<file path="src/rtl/cmd_pkg.sv">
`default_nettype none
// ============================================================================
//  Module      : cmd_pkg
//  Description : Shared constants, parser state encoding and frame helper
//                for the UART command frame decoder.
//  Revision    : 1.0 - initial release
// ============================================================================
package cmd_pkg;

  localparam logic [7:0] HEADER = 8'h55;

  typedef enum logic [1:0] {
    ST_IDLE    = 2'd0,
    ST_GET_CMD = 2'd1,
    ST_GET_CHK = 2'd2
  } parser_state_t;

  localparam logic [7:0] CMD_GRAY_OFF   = 8'h60;
  localparam logic [7:0] CMD_GRAY_ON    = 8'h61;
  localparam logic [7:0] CMD_BRIGHT_RST = 8'h70;
  localparam logic [4:0] CMD_BRIGHT_UP  = 5'b01110;
  localparam logic [4:0] CMD_BRIGHT_DN  = 5'b01111;
  localparam logic [7:0] CMD_HUE_RST    = 8'h80;
  localparam logic [4:0] CMD_HUE_UP     = 5'b10000;
  localparam logic [4:0] CMD_HUE_DN     = 5'b10001;

  // A frame is valid when the check byte is the bitwise complement of cmd.
  function automatic logic check_byte_ok(input logic [7:0] cmd, input logic [7:0] chk);
    return (chk == ~cmd);
  endfunction

endpackage
`default_nettype wire

</file>
<file path="src/rtl/cmd_fifo.sv">
`default_nettype none
// ============================================================================
//  Module      : cmd_fifo
//  Description : Small synchronous FIFO; a push while full succeeds when a
//                pop happens in the same cycle.
//  Revision    : 1.0 - initial release
// ============================================================================
module cmd_fifo #(
  parameter int FIFO_DEPTH = 4,
  parameter int WIDTH      = 8
) (
  input  logic             sys_clk,
  input  logic             rst_n,
  input  logic             i_push,
  input  logic [WIDTH-1:0] i_push_data,
  input  logic             i_pop,
  output logic [WIDTH-1:0] o_pop_data,
  output logic             o_full,
  output logic             o_empty
);

  localparam int              c_aw      = (FIFO_DEPTH > 1) ? $clog2(FIFO_DEPTH) : 1;
  localparam logic [c_aw:0]   c_depth   = (c_aw + 1)'(FIFO_DEPTH);
  localparam logic [c_aw-1:0] c_ptr_one = c_aw'(1);
  localparam logic [c_aw:0]   c_cnt_one = (c_aw + 1)'(1);

  logic [WIDTH-1:0] r_mem [FIFO_DEPTH];
  logic [c_aw-1:0]  r_wr_ptr;
  logic [c_aw-1:0]  r_rd_ptr;
  logic [c_aw:0]    r_count;
  logic             w_do_push;
  logic             w_do_pop;

  assign o_empty    = (r_count == '0);
  assign o_full     = (r_count == c_depth);
  assign w_do_pop   = i_pop && !o_empty;
  assign w_do_push  = i_push && (!o_full || w_do_pop);
  assign o_pop_data = r_mem[r_rd_ptr];

  always_ff @(posedge sys_clk) begin
    if (w_do_push) begin
      r_mem[r_wr_ptr] <= i_push_data;
    end
  end

  // Pointers wrap naturally because the depth is a power of two.
  always_ff @(posedge sys_clk or negedge rst_n) begin
    if (!rst_n) begin
      r_wr_ptr <= '0;
      r_rd_ptr <= '0;
      r_count  <= '0;
    end else begin
      if (w_do_push) r_wr_ptr <= r_wr_ptr + c_ptr_one;
      if (w_do_pop)  r_rd_ptr <= r_rd_ptr + c_ptr_one;
      case ({w_do_push, w_do_pop})
        2'b10:   r_count <= r_count + c_cnt_one;
        2'b01:   r_count <= r_count - c_cnt_one;
        default: r_count <= r_count;
      endcase
    end
  end

endmodule
`default_nettype wire

</file>
<file path="src/rtl/uart_cmd_frame_decoder.sv">
`default_nettype none
// ============================================================================
//  Module      : uart_cmd_frame_decoder
//  Description : Parses header/cmd/complement UART frames, queues accepted
//                commands and issues them as rate-limited strobes.
//  Revision    : 1.0 - initial release
// ============================================================================
module uart_cmd_frame_decoder #(
  parameter logic [7:0] HEADER         = cmd_pkg::HEADER,
  parameter int         TIMEOUT_CYCLES = 500000,
  parameter int         GAP_CYCLES     = 4,
  parameter int         FIFO_DEPTH     = 4
) (
  input  logic       sys_clk,
  input  logic       rst_n,
  input  logic       rx_valid,
  input  logic [7:0] rx_data,
  output logic       command_flag,
  output logic [3:0] ctrl_command_out,
  output logic [3:0] value_command_out,
  output logic       frame_err,
  output logic [7:0] err_cnt,
  output logic       fifo_full
);

  import cmd_pkg::*;

  localparam int                c_to_w    = (TIMEOUT_CYCLES > 2) ? $clog2(TIMEOUT_CYCLES) : 1;
  localparam logic [c_to_w-1:0] c_to_last = c_to_w'(TIMEOUT_CYCLES - 2);
  localparam logic [c_to_w-1:0] c_to_one  = c_to_w'(1);
  localparam logic [7:0]        c_gap     = 8'(GAP_CYCLES);
  localparam logic [7:0]        c_one8    = 8'd1;

  parser_state_t     r_state;
  parser_state_t     w_state_nxt;
  logic [7:0]        r_cmd;
  logic [7:0]        w_cmd_nxt;
  logic [c_to_w-1:0] r_to_cnt;
  logic              w_to_hit;
  logic              w_push;
  logic              w_parse_err;
  logic              w_drop;
  logic              w_err;
  logic              w_pop;
  logic [7:0]        w_fifo_dout;
  logic              w_fifo_full;
  logic              w_fifo_empty;
  logic [7:0]        r_gap;
  logic              r_cmd_flag;
  logic [3:0]        r_ctrl;
  logic [3:0]        r_value;
  logic              r_frame_err;
  logic [7:0]        r_err_cnt;

  always_ff @(posedge sys_clk or negedge rst_n) begin
    if (!rst_n) begin
      r_state <= ST_IDLE;
      r_cmd   <= '0;
    end else begin
      r_state <= w_state_nxt;
      r_cmd   <= w_cmd_nxt;
    end
  end

  // The counter reaches TIMEOUT_CYCLES-1 on the edge that declares the timeout.
  assign w_to_hit = (r_to_cnt == c_to_last);

  always_ff @(posedge sys_clk or negedge rst_n) begin
    if (!rst_n) begin
      r_to_cnt <= '0;
    end else if (r_state == ST_IDLE || rx_valid) begin
      r_to_cnt <= '0;
    end else begin
      r_to_cnt <= r_to_cnt + c_to_one;
    end
  end

  always_comb begin
    w_state_nxt = r_state;
    w_cmd_nxt   = r_cmd;
    w_push      = 1'b0;
    w_parse_err = 1'b0;
    case (r_state)
      ST_IDLE: begin
        if (rx_valid && rx_data == HEADER) w_state_nxt = ST_GET_CMD;
      end
      ST_GET_CMD: begin
        if (rx_valid) begin
          w_cmd_nxt   = rx_data;
          w_state_nxt = ST_GET_CHK;
        end else if (w_to_hit) begin
          w_parse_err = 1'b1;
          w_state_nxt = ST_IDLE;
        end
      end
      ST_GET_CHK: begin
        if (rx_valid) begin
          if (check_byte_ok(r_cmd, rx_data)) w_push = 1'b1;
          else                                w_parse_err = 1'b1;
          w_state_nxt = ST_IDLE;
        end else if (w_to_hit) begin
          w_parse_err = 1'b1;
          w_state_nxt = ST_IDLE;
        end
      end
      default: w_state_nxt = ST_IDLE;
    endcase
  end

  cmd_fifo #(
    .FIFO_DEPTH (FIFO_DEPTH),
    .WIDTH      (8)
  ) u_fifo (
    .sys_clk     (sys_clk),
    .rst_n       (rst_n),
    .i_push      (w_push),
    .i_push_data (r_cmd),
    .i_pop       (w_pop),
    .o_pop_data  (w_fifo_dout),
    .o_full      (w_fifo_full),
    .o_empty     (w_fifo_empty)
  );

  assign w_pop  = !w_fifo_empty && (r_gap == '0);
  assign w_drop = w_push && w_fifo_full && !w_pop;
  assign w_err  = w_parse_err || w_drop;

  always_ff @(posedge sys_clk or negedge rst_n) begin
    if (!rst_n) begin
      r_cmd_flag <= 1'b0;
      r_ctrl     <= '0;
      r_value    <= '0;
      r_gap      <= '0;
    end else begin
      r_cmd_flag <= w_pop;
      if (w_pop) begin
        r_ctrl  <= w_fifo_dout[7:4];
        r_value <= w_fifo_dout[3:0];
        r_gap   <= c_gap;
      end else if (r_gap != '0) begin
        r_gap <= r_gap - c_one8;
      end
    end
  end

  always_ff @(posedge sys_clk or negedge rst_n) begin
    if (!rst_n) begin
      r_frame_err <= 1'b0;
      r_err_cnt   <= '0;
    end else begin
      r_frame_err <= w_err;
      if (w_err && r_err_cnt != 8'hFF) r_err_cnt <= r_err_cnt + c_one8;
    end
  end

  assign command_flag      = r_cmd_flag;
  assign ctrl_command_out  = r_ctrl;
  assign value_command_out = r_value;
  assign frame_err         = r_frame_err;
  assign err_cnt           = r_err_cnt;
  assign fifo_full         = w_fifo_full;

endmodule
`default_nettype wire

</file>
<file path="config.mk">
export PLATFORM = sky130hd
export DESIGN_NAME = uart_cmd_frame_decoder
export DESIGN_NICKNAME = d
export VERILOG_FILES = /design/src/rtl/cmd_pkg.sv /design/src/rtl/cmd_fifo.sv /design/src/rtl/uart_cmd_frame_decoder.sv
export SDC_FILE = /design/constraint.sdc
export NUM_CORES = 1
export LEC_CHECK = 0
export BUFFER_PORTS_ARGS = -buffer_cell sky130_fd_sc_hd__buf_2
export CAP_MARGIN = 20
export CORE_UTILIZATION = 60
export CTS_CLUSTER_SIZE = 24
export DETAILED_ROUTE_END_ITERATION = 10
export GPL_TIMING_DRIVEN = 0
export PLACE_DENSITY_LB_ADDON = 0.25
export SETUP_SLACK_MARGIN = 0.02
export SLEW_MARGIN = 20
export SYNTH_ARGS = -nofsm -noshare
export SYNTH_HDL_FRONTEND = slang
export SYNTH_SLANG_ARGS = --single-unit
</file>
<file path="constraint.sdc">
create_clock -name sys_clk -period 7.98 [get_ports sys_clk]
set_input_delay 1.197 -clock sys_clk [delete_from_list [all_inputs] [get_ports sys_clk]]
set_output_delay 1.197 -clock sys_clk [all_outputs]
set_load 0.01 [all_outputs]
</file>
==> results.toml, run 1 <==
[outcome]
status = "finished, final reports clean"

[place]
port_buffers = 28
hpwl_mm = 4.87
dp_cells = 467
gp_congestion = 0.800

[timing]
fin_worst_hold_slack_ps = 475
finalCriticalPeriod_ps = 3150
timing.fmax_mhz = 317
rsz0062_at_grt = "false"
tns_ps = 0
finalHoldViolations = 0
slew_violations = 0
tightest_slew_ps = 901
setup_viol = 0
max_slew_margin = 0.394
fin_skew_ps = 10.7
finalCritPeriodShare = 0.395

[layout]
nets = 408
area_growth_pct = 11.2
fin_util = 0.698
final_layout_size_suffix_gt1_frac = 0.178
diodes = 0
fin_cells = 483

[logic_synthesis]
yosysWarnings = 0
synth_edf_count = 32
synth_flop_cell = "dfrtp_1"
synth.area.top_cells = "dfrtp_1, edfxtp_1, xnor2_1"
synthesis.area_mm2 = 0.00431
synth.largest_area_cell = "dfrtp_1"
synthArstFlopShare = 0.660
seq_area_frac_synth = 0.583
ys_ff_latch = 94
synthCells = 343
ys_types = 48
synth.top_cell.area_share = 0.360
syn_nets = 369
postSynthAreaPerCell_um2 = 12.6

[clocking]
cts_tree = "done"
clock_path_buffers = 2
cts_resized = 0
cts_setup_buffers = 0
clk-insertion-delay-late_ps = 370
hold_buffers = 0
htreeDepth = 3
clock_sinks = 94
cts_made_buffers = 9
clk_pin_slew_worst_paths_ps = 90
cts-root-buf = "clkbuf_8"

[detailed_routing]
routedWlPerCell_um = 14.9
routed_wl_mm = 7.18
drtIter0Drc = 122
vias_per_cell = 5.41
antenna_left = 0
firstDrtPassIters = 4
drc = 0
via_count = 2612

[global_routing]
first_global_vias = 2621
antenna_found_initial = 0
grt_usage = 0.218
grt_overflow = 0
grt_pass1_wl_mm = 12.3
grt_max_degree = 63

[critical_path]
critPathLaunchType = "input pin"
crit_chain = "buf_2 -> xnor2_1 -> nor4_1 -> and2_1 -> and3_1 -> clkbuf_1 -> inv_1 -> ha_1 -> inv_1 -> fa_1 -> xor2_1 -> nor2_1 -> xor2_1"
worstPathArrival_ps = 3420
critPathMaxStageDelay_ps = 410
reg2reg_slack_ps = 5050
r2r_cells = 12
r2r_end = "u_fifo.r_count[2]"
critPathBufInv = 4
worst-setup-path-type = "in -> reg"
worstPathMaxFanout = 8
end_kind = "register"
worstPathRequired_ps = 8250
crit_path_top_delay_cell = "nor4_1"
timing.rr.start = "r_gap[2]"
critPathTopFamily = "simple AND/OR/NAND/NOR gates"

[pwr]
peakVddDrop_mv = 0.170
finalPower_w = 0.00127
power.density_mw_per_mm2 = 266
leakagePower_nw = 1.98

[die]
ios = 30
die_w_um = 86.7
dieArea_mm2 = 0.00752
start_util = 0.627
core-area_mm2 = 0.00687
die_h_um = 86.7
num_rows = 30

[min_path]
hold_class = "reg -> reg"
worstHoldStart = "r_gap[7]"
worstHoldEndpoint = "r_gap[7]"
hold_depth = 1

[job]
max-cap-violations = 0
==> worst max path at each step <==
stage	endpoint	cells after the start	startpoint	slack (ps)
6_report	u_fifo.r_count[2]	13	rx_data[6]	4830
5_1_grt	u_fifo.r_count[2]	13	rx_data[6]	4590
4_1_cts	u_fifo.r_count[2]	13	rx_data[6]	4800
3_5_place_dp	u_fifo.r_count[2]	13	rx_data[6]	4420
3_3_place_gp	u_fifo.r_count[2]	13	rx_data[6]	4470
2_1_floorplan	u_fifo.r_count[2]	12	rx_valid	4860
==> report_power, final <==
| group | total (W) | internal (W) | switching [W] |
|---|---|---|---|
| Combinational | 0.000254 | 0.000122 | 0.000132 |
| Sequential | 0.000670 | 0.000590 | 0.0000795 |
| Clock | 0.000349 | 0.000178 | 0.000171 |
| Total | 0.00127 | 0.000891 | 0.000382 |
==> Yosys cell counts (2+ instances only) <==
cell type / instances
and2_1: 8
and3_1: 10
clkbuf_1: 7
dfrtp_1: 62
edfxtp_1: 32
ha_1: 14
inv_1: 14
mux2_1: 2
mux2_2: 8
mux4_2: 8
nand2_1: 39
nand2b_1: 5
nand3_1: 15
nand3b_1: 2
nor2_1: 29
nor2b_1: 2
nor3_1: 5
nor4_1: 4
nor4b_4: 2
o211ai_1: 4
o21ai_0: 4
o21ai_1: 2
or2_2: 2
xnor2_1: 22
xor2_1: 18
==> stage by stage <==
step                      setup WS (ps)  cell area (um2)
after global placement             4470             4570
final                              4830             4790
after global routing               4590             4790
after detailed placement           4420             4570
after CTS                          4800             4790
after floorplan                    4860             4310
==> state kept, by name, summed over array words and instances (netlist names) <==
register / flops
u_fifo.r_mem: 32
r_to_cnt: 19
err_cnt: 8
r_cmd: 8
r_gap: 8
ctrl_command_out: 4
value_command_out: 4
u_fifo.r_count: 3
r_state: 2
u_fifo.r_rd_ptr: 2
u_fifo.r_wr_ptr: 2
command_flag: 1
frame_err: 1
==> layout by cell type (no fill, tap or decap), drive strengths merged, types with 4 or more instances in the layout <==
cell type	synthesis	routed
dfrtp	62	62
nand2	39	39
edfxtp	32	32
nor2	29	29
buf	1	29
xnor2	22	22
xor2	18	18
nand3	16	16
inv	14	16
clkbuf	7	16
ha	14	14
and3	11	11
mux2	11	11
and2	8	8
mux4	8	8
o21ai	7	7
nor3	5	5
nand2b	5	5
nor4	5	5
o211ai	4	4
clkinv	1	4
==> cell families (layout without fill, tap and decap cells) <==
kind of cell	Yosys count	after routing	share of synthesized area
compound gates	20	20	0.0375
fa+ha+maj	15	15	0.0453
xor+xnor	40	40	0.0813
flops	94	94	0.583
buf+inv	23	67	0.0200
simple gates	131	131	0.159
mux	20	20	0.0738
==> area by class of cell <==
class                   instances  area (um2)
multi-input cells             226        1710
plain buffers                   8        30.0
clock buffers                   9         124
repair buffers                 28         143
fillers                       506        2080
well taps                      96         120
clock inverters                 7        96.3
inverters                      15        56.3
flip-flops and latches         94        2510
==> metal layers <==
layer | GRT usage | up-vias | wire, um
li1 | - | 1256 | -
met1 | 0.290 | 1303 | 3410
met2 | 0.349 | 41 | 3440
met3 | 0.0571 | 12 | 225
met4 | 0.0758 | 0 | 105
met5 | 0 | - | 0
==> worst reg2reg max path, cell delays in order, from the launching register on <==
cell      delay, ps
dfrtp_1         430
nor4_1          440
nand3_1         270
a21boi_1        330
and3_1          190
clkbuf_1        260
inv_1            80
ha_1            220
inv_1            80
fa_1            180
xor2_1          140
nor2_1           60
xor2_1          140
No activity file was read; power rests on OpenSTA's default activity.
==> inputs of run 2 (changes only) <==
- ABC_AREA: unset -> 1
- CORE_UTILIZATION: 60 -> 54
- clock period: 7.98 -> 2.6 ns (I/O delays scaled with it)
==> results.toml, run 2 <==
[logic_synthesis]
synth_most_common_cell = "nor2_1"
synth.area.top_cells = "dfrtp_1, edfxtp_1, nor2_1"
postSynthAreaPerCell_um2 = 9.34
seq_area_frac_synth = 0.567
synth.top_cell.area_share = 0.350
synthesis.area_mm2 = 0.00443
synth_edf_count = 32
ys_ff_latch = 94
synthCells = 474
ys_types = 33
synth_flop_cell = "dfrtp_1"
yosys-top-cells-count = "nor2_1, nand2_1, dfrtp_1"
synthArstFlopShare = 0.660
syn_nets = 500
yosysWarnings = 0
synth.largest_area_cell = "dfrtp_1"

[layout]
top_register = "u_fifo.r_mem"
final_common_cell = "nor2_1"
top_regs = "u_fifo.r_mem (32), r_to_cnt (19)"
largest_reg_flops = 32
layout_common_cells = "nor2_1, nand2_1, dfrtp_1"
finish.instance_area_mm2 = 0.00497
nets = 545
fin_util = 0.633
area_growth_pct = 12.2
num-fill-cells = 671
final_layout_size_suffix_gt1_frac = 0.130
diodes = 0

[critical_path]
worstPathMaxFanout = 10
critPathLaunchType = "register"
crit_path_start = "r_gap[0]"
worstPathRequired_ps = 2840
end_kind = "register"
timing.rr.start = "r_gap[0]"
crit_chain = "inv_2 -> ha_1 -> inv_1 -> nor4_4 -> nand2_4 -> inv_8 -> buf_8 -> ha_1 -> inv_1 -> fa_1 -> a21oi_1 -> o21ai_0 -> xor2_1"
worst-setup-path-type = "reg -> reg"
critPathMaxStageDelay_ps = 410
worstPathArrival_ps = 2690
reg2reg_slack_ps = 150
crit_path_top_delay_cell = "dfrtp_1"

[detailed_routing]
routed_wl_mm = 8.06
drtIter0Drc = 110
drc = 0
via_count = 3192
antenna_left = 0
vias_per_cell = 5.10
routedWlPerCell_um = 12.9
firstDrtPassIters = 4

[global_routing]
grt_pass1_wl_mm = 13.8
first_global_vias = 3017
grt_usage = 0.209
grt_max_degree = 37
grt_overflow = 0
antenna_found_initial = 0

[timing]
timing.fmax_mhz = 409
setup_slack_ps = 155
max_slew_margin = 0.508
slew_violations = 0
finalHoldViolations = 0
fin_skew_ps = 10.6
rsz0062_at_grt = "true"
fin_worst_hold_slack_ps = 312
finalCriticalPeriod_ps = 2450
finalCritPeriodShare = 0.940
tightest_slew_ps = 735
setup_viol = 0

[place]
post_dp_cell_area_mm2 = 0.00472
port_buffers = 29
hpwl_mm = 5.76
gp_congestion = 0.817
place_ws_ps = -187

[die]
start_util = 0.564
die_h_um = 92.6
dieArea_mm2 = 0.00857
ios = 30
core-area_mm2 = 0.00785
num_rows = 32
die_w_um = 92.6

[pwr]
clkPwrFrac = 0.219
leakagePower_nw = 2.20
peakVddDrop_mv = 0.426
power.density_mw_per_mm2 = 890
switching_share = 0.359
pwr-share-comb = 0.287
seqPwrFrac = 0.494
intPower_w = 0.00283
p_switching_w = 0.00159

[clocking]
cts-root-buf = "clkbuf_8"
htreeDepth = 3
clk_pin_slew_worst_paths_ps = 90
cts_tree = "done"
clock_sinks = 94
clock_path_buffers = 2
clk-insertion-delay-late_ps = 360
cts_made_buffers = 9

[outcome]
status = "finished, final reports clean"

[job]
max-cap-violations = 0

[min_path]
worstHoldStart = "rx_data[7]"
hold_class = "in -> reg"
## run 2: worst paths after layout
check                                      end  cells after the start
hold reg to reg                     err_cnt[7]                      2
hold / removal                        r_cmd[7]                      2
setup / recovery             u_fifo.r_count[2]                     13
setup reg to reg             u_fifo.r_count[2]                     13
max in group asynchronous          r_to_cnt[8]                      3
min in group asynchronous  ctrl_command_out[0]                      2
## run 2: power groups by stage
stage	clock (W)	combinational, W	sequential (W)
6_report	0.000970	0.00127	0.00219
5_1_grt	0.00106	0.00146	0.00223
3_5_place_dp	0	0.00126	0.00221
4_1_cts	0.000994	0.00127	0.00218
3_3_place_gp	0	0.00121	0.00218
2_1_floorplan	0	0.000884	0.00217
## run 2: logic make-up (layout without fill, tap and decap cells)
family          count (synthesis)  count (layout)  synth area share
simple gates                  214             214             0.207
fa+ha+maj                      15              15            0.0441
compound gates                 67              67            0.0814
flops                          94              94             0.567
mux                             3               3           0.00763
buf+inv                        65             115            0.0605
xor+xnor                       16              16            0.0316
## run 2: cell type report
| cell class | instances | area, um2 | area share |
|---|---|---|---|
| sequential | 94 | 2510 | 0.506 |
| multi-input combinational | 315 | 1660 | 0.334 |
| inverter | 58 | 225 | 0.0453 |
| timing repair buffer | 34 | 200 | 0.0403 |
| tap | 102 | 128 | 0.0257 |
| buffer | 7 | 48.8 | 0.00982 |
| clock inverter | 6 | 70.1 | 0.0141 |
| clock buffer | 10 | 128 | 0.0257 |
## run 2: critical path: cells and delay by family (launching register included)
family                     cells  cell delay, ps
adders and majority gates      3             670
and+or+nand+nor                2             430
buffers and inverters          5             420
DFF                            1             410
AOI/OAI and AO/OA              2             250
xor gates and xnor gates       1             150
## run 2: repair_timing
item                                    CTS  global route
gates resized for setup                   0             6
endpoints found under the setup margin    2             9
endpoints found under the hold margin    26             0
pin swaps                                 1             2
hold buffers                              1             0
setup buffers                             1             2
## run 2: layer usage
layer  global-route usage  up-vias  wire length [um]
met5                    0        -                 0
met1                0.288     1477              3840
li1                     -     1643                 -
met4               0.0951        0               167
met2                0.328       59              3770
met3               0.0345       13               279
## run 2: through the flow
stage	total power (W)	instances	TNS (ps)
floorplan	0.00306	474	0
finish	0.00442	626	0
global route	0.00474	626	-1.73
detailed placement	0.00347	606	-187
CTS	0.00444	624	0
global placement	0.00339	605	-161
